$ cat src/rtl/regbank_pkg.sv
// Shared constants and types for the regbank_sb register bank and its scoreboard.
// The REGBANK_PARITY_EN macro (see regbank_sb.sv) enables per-register parity.
package regbank_pkg;

    localparam int DATA_W_DEF = 32;
    localparam int ADDR_W_DEF = 5;

    typedef logic [ADDR_W_DEF-1:0] reg_addr_t;
    typedef logic [DATA_W_DEF-1:0] reg_data_t;

    localparam reg_addr_t REG_ZERO = '0;

endpackage

$ cat src/rtl/regbank_scoreboard.sv
// Per-register busy bits for hazard detection: set by a decode-stage reservation,
// cleared by a writeback write, with reservation winning a same-cycle tie.
module regbank_scoreboard
    import regbank_pkg::*;
#(
    parameter int ADDR_W = ADDR_W_DEF,
    parameter int NUM_RD = 2,
    parameter int NUM_WR = 1
) (
    input  logic                           clk,
    input  logic                           rst,
    input  logic [NUM_RD-1:0][ADDR_W-1:0]  ra,
    input  logic [NUM_WR-1:0]              we,
    input  logic [NUM_WR-1:0][ADDR_W-1:0]  wa,
    input  logic                           rsv_en,
    input  logic [ADDR_W-1:0]              rsv_addr,
    output logic [NUM_RD-1:0]              rd_busy
);

    localparam int DEPTH = 1 << ADDR_W;

    logic [DEPTH-1:0] busy;
    logic [DEPTH-1:0] busy_nxt;

    // Clears are applied first so a reservation of the same register overrides them:
    // a new producer is in flight even though an older one is retiring.
    always_comb begin
        busy_nxt = busy;
        for (int j = 0; j < NUM_WR; j++) begin
            if (we[j]) begin
                busy_nxt[wa[j]] = 1'b0;
            end
        end
        if (rsv_en) begin
            busy_nxt[rsv_addr] = 1'b1;
        end
        busy_nxt[0] = 1'b0;
    end

    always_ff @(posedge clk) begin
        if (rst) begin
            busy <= '0;
        end else begin
            busy <= busy_nxt;
        end
    end

    // Lookups are deliberately not bypassed: a retiring write is visible next cycle.
    always_comb begin
        for (int i = 0; i < NUM_RD; i++) begin
            rd_busy[i] = busy[ra[i]];
        end
    end

endmodule

$ cat src/rtl/regbank_sb.sv
// Parametrised multi-port register bank with write-to-read bypass and busy scoreboard.
// Define REGBANK_PARITY_EN to store an even-parity bit per register and flag read errors.
module regbank_sb
    import regbank_pkg::*;
#(
    parameter int DATA_W = DATA_W_DEF,
    parameter int ADDR_W = ADDR_W_DEF,
    parameter int NUM_RD = 2,
    parameter int NUM_WR = 1,
    parameter int BYPASS = 1
) (
    input  logic                           clk,
    input  logic                           rst,
    input  logic [NUM_RD-1:0][ADDR_W-1:0]  ra,
    output logic [NUM_RD-1:0][DATA_W-1:0]  rd,
    output logic [NUM_RD-1:0]              rd_busy,
    input  logic [NUM_WR-1:0]              we,
    input  logic [NUM_WR-1:0][ADDR_W-1:0]  wa,
    input  logic [NUM_WR-1:0][DATA_W-1:0]  wd,
    input  logic                           rsv_en,
    input  logic [ADDR_W-1:0]              rsv_addr,
    output logic [NUM_RD-1:0]              rd_perr
);

    localparam int DEPTH = 1 << ADDR_W;

    // No handshake: every read, write and reservation presented at an edge completes there.

    logic [DATA_W-1:0] mem [DEPTH];

    logic [DEPTH-1:0]  wr_hit;
    logic [DATA_W-1:0] wr_data [DEPTH];

    logic [NUM_RD-1:0] byp_hit;
    logic [DATA_W-1:0] byp_data [NUM_RD];

    // Per-register write decode; scanning ports upward lets the highest port win a conflict.
    always_comb begin
        for (int a = 0; a < DEPTH; a++) begin
            wr_hit[a]  = 1'b0;
            wr_data[a] = '0;
        end
        for (int j = 0; j < NUM_WR; j++) begin
            if (we[j] && (wa[j] != '0)) begin
                wr_hit[wa[j]]  = 1'b1;
                wr_data[wa[j]] = wd[j];
            end
        end
    end

    always_ff @(posedge clk) begin
        if (rst) begin
            for (int a = 0; a < DEPTH; a++) begin
                mem[a] <= '0;
            end
        end else begin
            for (int a = 0; a < DEPTH; a++) begin
                if (wr_hit[a]) begin
                    mem[a] <= wr_data[a];
                end
            end
        end
    end

    // Bypass match uses the same upward scan so a read sees the value that will be stored.
    always_comb begin
        for (int i = 0; i < NUM_RD; i++) begin
            byp_hit[i]  = 1'b0;
            byp_data[i] = '0;
            for (int j = 0; j < NUM_WR; j++) begin
                if ((BYPASS != 0) && we[j] && (wa[j] == ra[i]) && (ra[i] != '0)) begin
                    byp_hit[i]  = 1'b1;
                    byp_data[i] = wd[j];
                end
            end
        end
    end

    always_comb begin
        for (int i = 0; i < NUM_RD; i++) begin
            if (ra[i] == '0) begin
                rd[i] = '0;
            end else if (byp_hit[i]) begin
                rd[i] = byp_data[i];
            end else begin
                rd[i] = mem[ra[i]];
            end
        end
    end

`ifdef REGBANK_PARITY_EN
    // par[a] makes data plus parity carry an even number of ones.
    logic [DEPTH-1:0] par;

    always_ff @(posedge clk) begin
        if (rst) begin
            par <= '0;
        end else begin
            for (int a = 0; a < DEPTH; a++) begin
                if (wr_hit[a]) begin
                    par[a] <= ^wr_data[a];
                end
            end
        end
    end

    always_comb begin
        for (int i = 0; i < NUM_RD; i++) begin
            rd_perr[i] = (ra[i] != '0) && !byp_hit[i] && ((^mem[ra[i]]) != par[ra[i]]);
        end
    end
`else
    assign rd_perr = '0;
`endif

    regbank_scoreboard #(
        .ADDR_W (ADDR_W),
        .NUM_RD (NUM_RD),
        .NUM_WR (NUM_WR)
    ) u_scoreboard (
        .clk      (clk),
        .rst      (rst),
        .ra       (ra),
        .we       (we),
        .wa       (wa),
        .rsv_en   (rsv_en),
        .rsv_addr (rsv_addr),
        .rd_busy  (rd_busy)
    );

endmodule

$ cat config.mk
export PLATFORM = sky130hd
export DESIGN_NAME = regbank_sb
export DESIGN_NICKNAME = d
export VERILOG_FILES = /design/src/rtl/regbank_pkg.sv /design/src/rtl/regbank_scoreboard.sv /design/src/rtl/regbank_sb.sv
export SDC_FILE = /design/constraint.sdc
export NUM_CORES = 2
export LEC_CHECK = 0
export CAP_MARGIN = 20
export CORE_UTILIZATION = 36
export CTS_CLUSTER_SIZE = 28
export DETAILED_ROUTE_END_ITERATION = 16
export PLACE_DENSITY = 0.55
export SLEW_MARGIN = 10
export SYNTH_ARGS = -nofsm -noshare
export SYNTH_HDL_FRONTEND = slang
export SYNTH_HIERARCHICAL = 1
export SYNTH_SLANG_ARGS = --single-unit
export TNS_END_PERCENT = 1
$ cat constraint.sdc
create_clock -name clk -period 2.95 [get_ports clk]
set_clock_uncertainty 0.1 [all_clocks]
set_input_delay 0.59 -clock clk [delete_from_list [all_inputs] [get_ports clk]]
set_output_delay 0.59 -clock clk [all_outputs]
set_load 0.01 [all_outputs]
==> results.yml <==
clocking:
  cts-root-buf: "clkbuf_16"
  clk_latency_ns: 0.72
  cts_tree: "built"
  clk_pin_slew_ns: 0.06
  clk_path_buf_depth: 3
  htree_num_levels: 3
  cts_sinks: 1055
  ctsHoldBuffers: 0
  cts_buffers: 112
grt:
  grt_pass1_vias: 41645
  grt_use_total: 0.2949
  antenna_found_initial: 6
  grt-ovfl-total: 0
  grt_pass1_wl_um: 318300
  grt_max_degree: 33
setup_path:
  crit_arrival_ns: 2.86
  critPathKind: "in -> out"
  reg2reg_depth: 2
  end_kind: "output port"
  required_ns: 2.26
  timing.rr.start: "u_scoreboard/busy[11]$_SDFF_PP0_"
  r2r_slack_ns: 2.14
  critPathMaxFanout: 5
  startpoint_type: "primary input"
  r2r-end: "u_scoreboard/busy[11]$_SDFF_PP0_"
  startpoint: "ra[9]"
  crit_end: "rd[46]"
pwr:
  power_leakage_nw: 25.02
  powerDensity_mw_per_mm2: 543.0
  power_mw: 37.90
  peakVddDrop_v: 0.0005217
sta:
  grt_setup_unrepaired: "true"
  slew_viol_final: 0
  maxSlewHeadroom: 0.5232
  worst_pin_slew_ns: 0.7151
  setup_viol: 64
  finalCritPeriodShare: 1.205
  setup_ws_ns: -0.6035
  fin_crit_ns: 3.553
  hold_viol: 0
  fmax_mhz: 281.4
placed_design:
  dp_slack_ns: -1.670
  place.gp.congestion: 0.9651
  io_buffers: 121
  dp_hpwl_um: 157000
hold_path:
  worstHoldPathType: "in -> reg"
drt:
  drcViolationCount: 0
  post_drt_wl_per_cell_um: 33.36
  via_per_inst: 6.190
  num_vias: 43377
  antenna_left: 0
  drtPass1Iterations: 6
  wirelength_um: 233800
  drtIter0Drc: 6378
synthesis:
  mappedNetlistArea_sq_mm: 0.05508
  synth_flop_cell: "edfxtp_1"
  avgSynthCellArea_sq_um: 12.86
  synth_edf_count: 1024
  ys_types: 52
  synth_seq_cells: 1055
  ys_seq_area_frac: 0.5695
  synth_cells: 4283
  async_flop_share: 0
  yosys_warnings: 6
die:
  io_pins: 124
  die_w_um: 393.2
  initial_core_util: 0.3626
  die-area_sq_mm: 0.1546
  core-area_sq_mm: 0.1519
  die_h_um: 393.2
  rows: 143
outcome:
  violations: "setup timing"
  outcome: "complete, but fails checks"
finish:
  nets: 4946
  layout_common_cells: "nor2_1 (1066), edfxtp_1 (1024), buf_4 (550), mux2i_1 (473), mux4_2 (283)"
  flow.area_growth_from_synthesis_pct: 26.70
  final_common_cell: "nor2_1"
  fillCellCount: 13522
  drive_gt1_frac: 0.3005
flow_run:
  drv_cap: 0
[where the power goes]
part | internal, mW | switching (mW) | leakage [nW]
logic | 2.81 | 3.66 | 13.3
clock network | 7.59 | 6.16 | 1.69
registers | 17.3 | 0.424 | 10.0
total | 27.7 | 10.2 | 25.0
[cells in the mapped netlist, types with 2 or more instances]
cell / number / area (sq um)
a22oi_1: 114 / 855.8
a211oi_1: 5 / 37.54
a221oi_1: 76 / 665.6
clkbuf_1: 283 / 1062
a2111oi_0: 2 / 17.52
o2111ai_1: 2 / 17.52
nor2_1: 1079 / 4050
mux4_1: 17 / 446.7
a22o_1: 48 / 420.4
o221ai_1: 2 / 17.52
mux4_2: 280 / 6306
nand2_1: 118 / 442.9
o22ai_1: 75 / 469.2
and3b_1: 6 / 52.55
edfxtp_1: 1024 / 30750
or3b_2: 2 / 17.52
buf_6: 17 / 191.4
a32oi_1: 6 / 52.55
o211ai_1: 78 / 585.6
and3_1: 5 / 31.28
a21oi_1: 75 / 375.4
xor2_1: 8 / 70.07
clkbuf_4: 6 / 45.04
nand4_1: 4 / 25.02
nor4_1: 3 / 18.77
nand3_1: 51 / 255.2
nor3_1: 24 / 120.1
nor3b_1: 12 / 90.09
a32o_1: 6 / 60.06
dlygate4sd1_1: 3 / 26.28
buf_2: 68 / 340.3
nor2b_1: 12 / 75.07
buf_12: 6 / 120.1
nand2b_1: 71 / 444.2
mux2i_1: 487 / 4875
inv_1: 2 / 7.510
buf_4: 44 / 330.3
or3_1: 5 / 31.28
dfxtp_1: 31 / 620.6
buf_1: 17 / 63.81
o21ai_0: 93 / 465.5
xnor2_1: 2 / 17.52
nand3b_1: 5 / 37.54
[stage by stage]
step,util,hold WS (ns),std cells,area (sq um),TNS [ns]
finish,0.4594,0.3063,7008,69790,-27.17
global route,0.4594,0.2854,7006,69780,-29.50
CTS,0.4500,0.2664,6920,68350,-31.53
detailed placement,0.4226,0.3800,6708,64200,-74.19
global placement,0.4226,0.3719,6708,64200,-73.68
floorplan,-,0.3598,4316,55210,0
[cell families after synthesis]
| logic type | after synthesis | share of synthesized area |
|---|---|---|
| AO/OA/AOI/OAI | 584 | 0.07362 |
| XOR/XNOR | 10 | 0.001590 |
| buffers and inverters | 447 | 0.03977 |
| flip-flops | 1055 | 0.5695 |
| multiplexers | 785 | 0.2115 |
| other | 1 | 0.00006808 |
| AND/OR/NAND/NOR | 1401 | 0.1039 |
[worst max-delay path: stages]
cell and delay [ns]:
dlygate4sd2_1 0.39, buf_6 0.22, or2_4 0.22, nor4_4 0.05, buf_4 0.15, buf_4 0.13, nor2_4 0.13, buf_12 0.17
nand4_1 0.34, nand2_1 0.16, dlygate4sd2_1 0.28
[flip-flops by register name, summed over array words and instances, names as in the netlist]
register	count
mem	1024
u_scoreboard/busy	31
[how the worst min path moves through the flow]
stage,start,endpoint,cells past startpoint
2_1_floorplan,u_scoreboard/busy[14]$_SDFF_PP0_,u_scoreboard/busy[14]$_SDFF_PP0_,2
3_3_place_gp,u_scoreboard/busy[16]$_SDFF_PP0_,u_scoreboard/busy[16]$_SDFF_PP0_,2
3_5_place_dp,u_scoreboard/busy[19]$_SDFF_PP0_,u_scoreboard/busy[19]$_SDFF_PP0_,2
4_1_cts,rst,mem[0][22]$_SDFFCE_PN0P_,1
5_1_grt,rst,mem[0][22]$_SDFFCE_PN0P_,1
6_report,rst,mem[0][22]$_SDFFCE_PN0P_,1
[repair_timing]
action                                  4_1_cts  5_1_grt
gates resized for setup                     329      181
endpoints found under the setup margin       66       66
gates cloned                                  2       12
endpoints found under the hold margin         0        0
buffers inserted                             12       76
pin swaps                                    35       44
[routing by layer]
layer  track usage  share of wire
met5             0        0.00014
met4        0.1345          0.053
met3       0.06967           0.13
met2        0.4461           0.44
met1        0.4008           0.38
[layout make-up]
class	count	area, sq um	share of cell area
Tap cell	2030	2540	0.03639
Clock inverter	57	379.1	0.005432
Clock buffer	142	3053	0.04375
Multi-Input combinational cell	2814	22750	0.3260
Timing Repair Buffer	904	9679	0.1387
Sequential cell	1055	31370	0.4495
Antenna cell	3	7.507	0.0001076
Inverter	3	11.26	0.0001614
No activity file was read; power rests on OpenSTA's default activity.
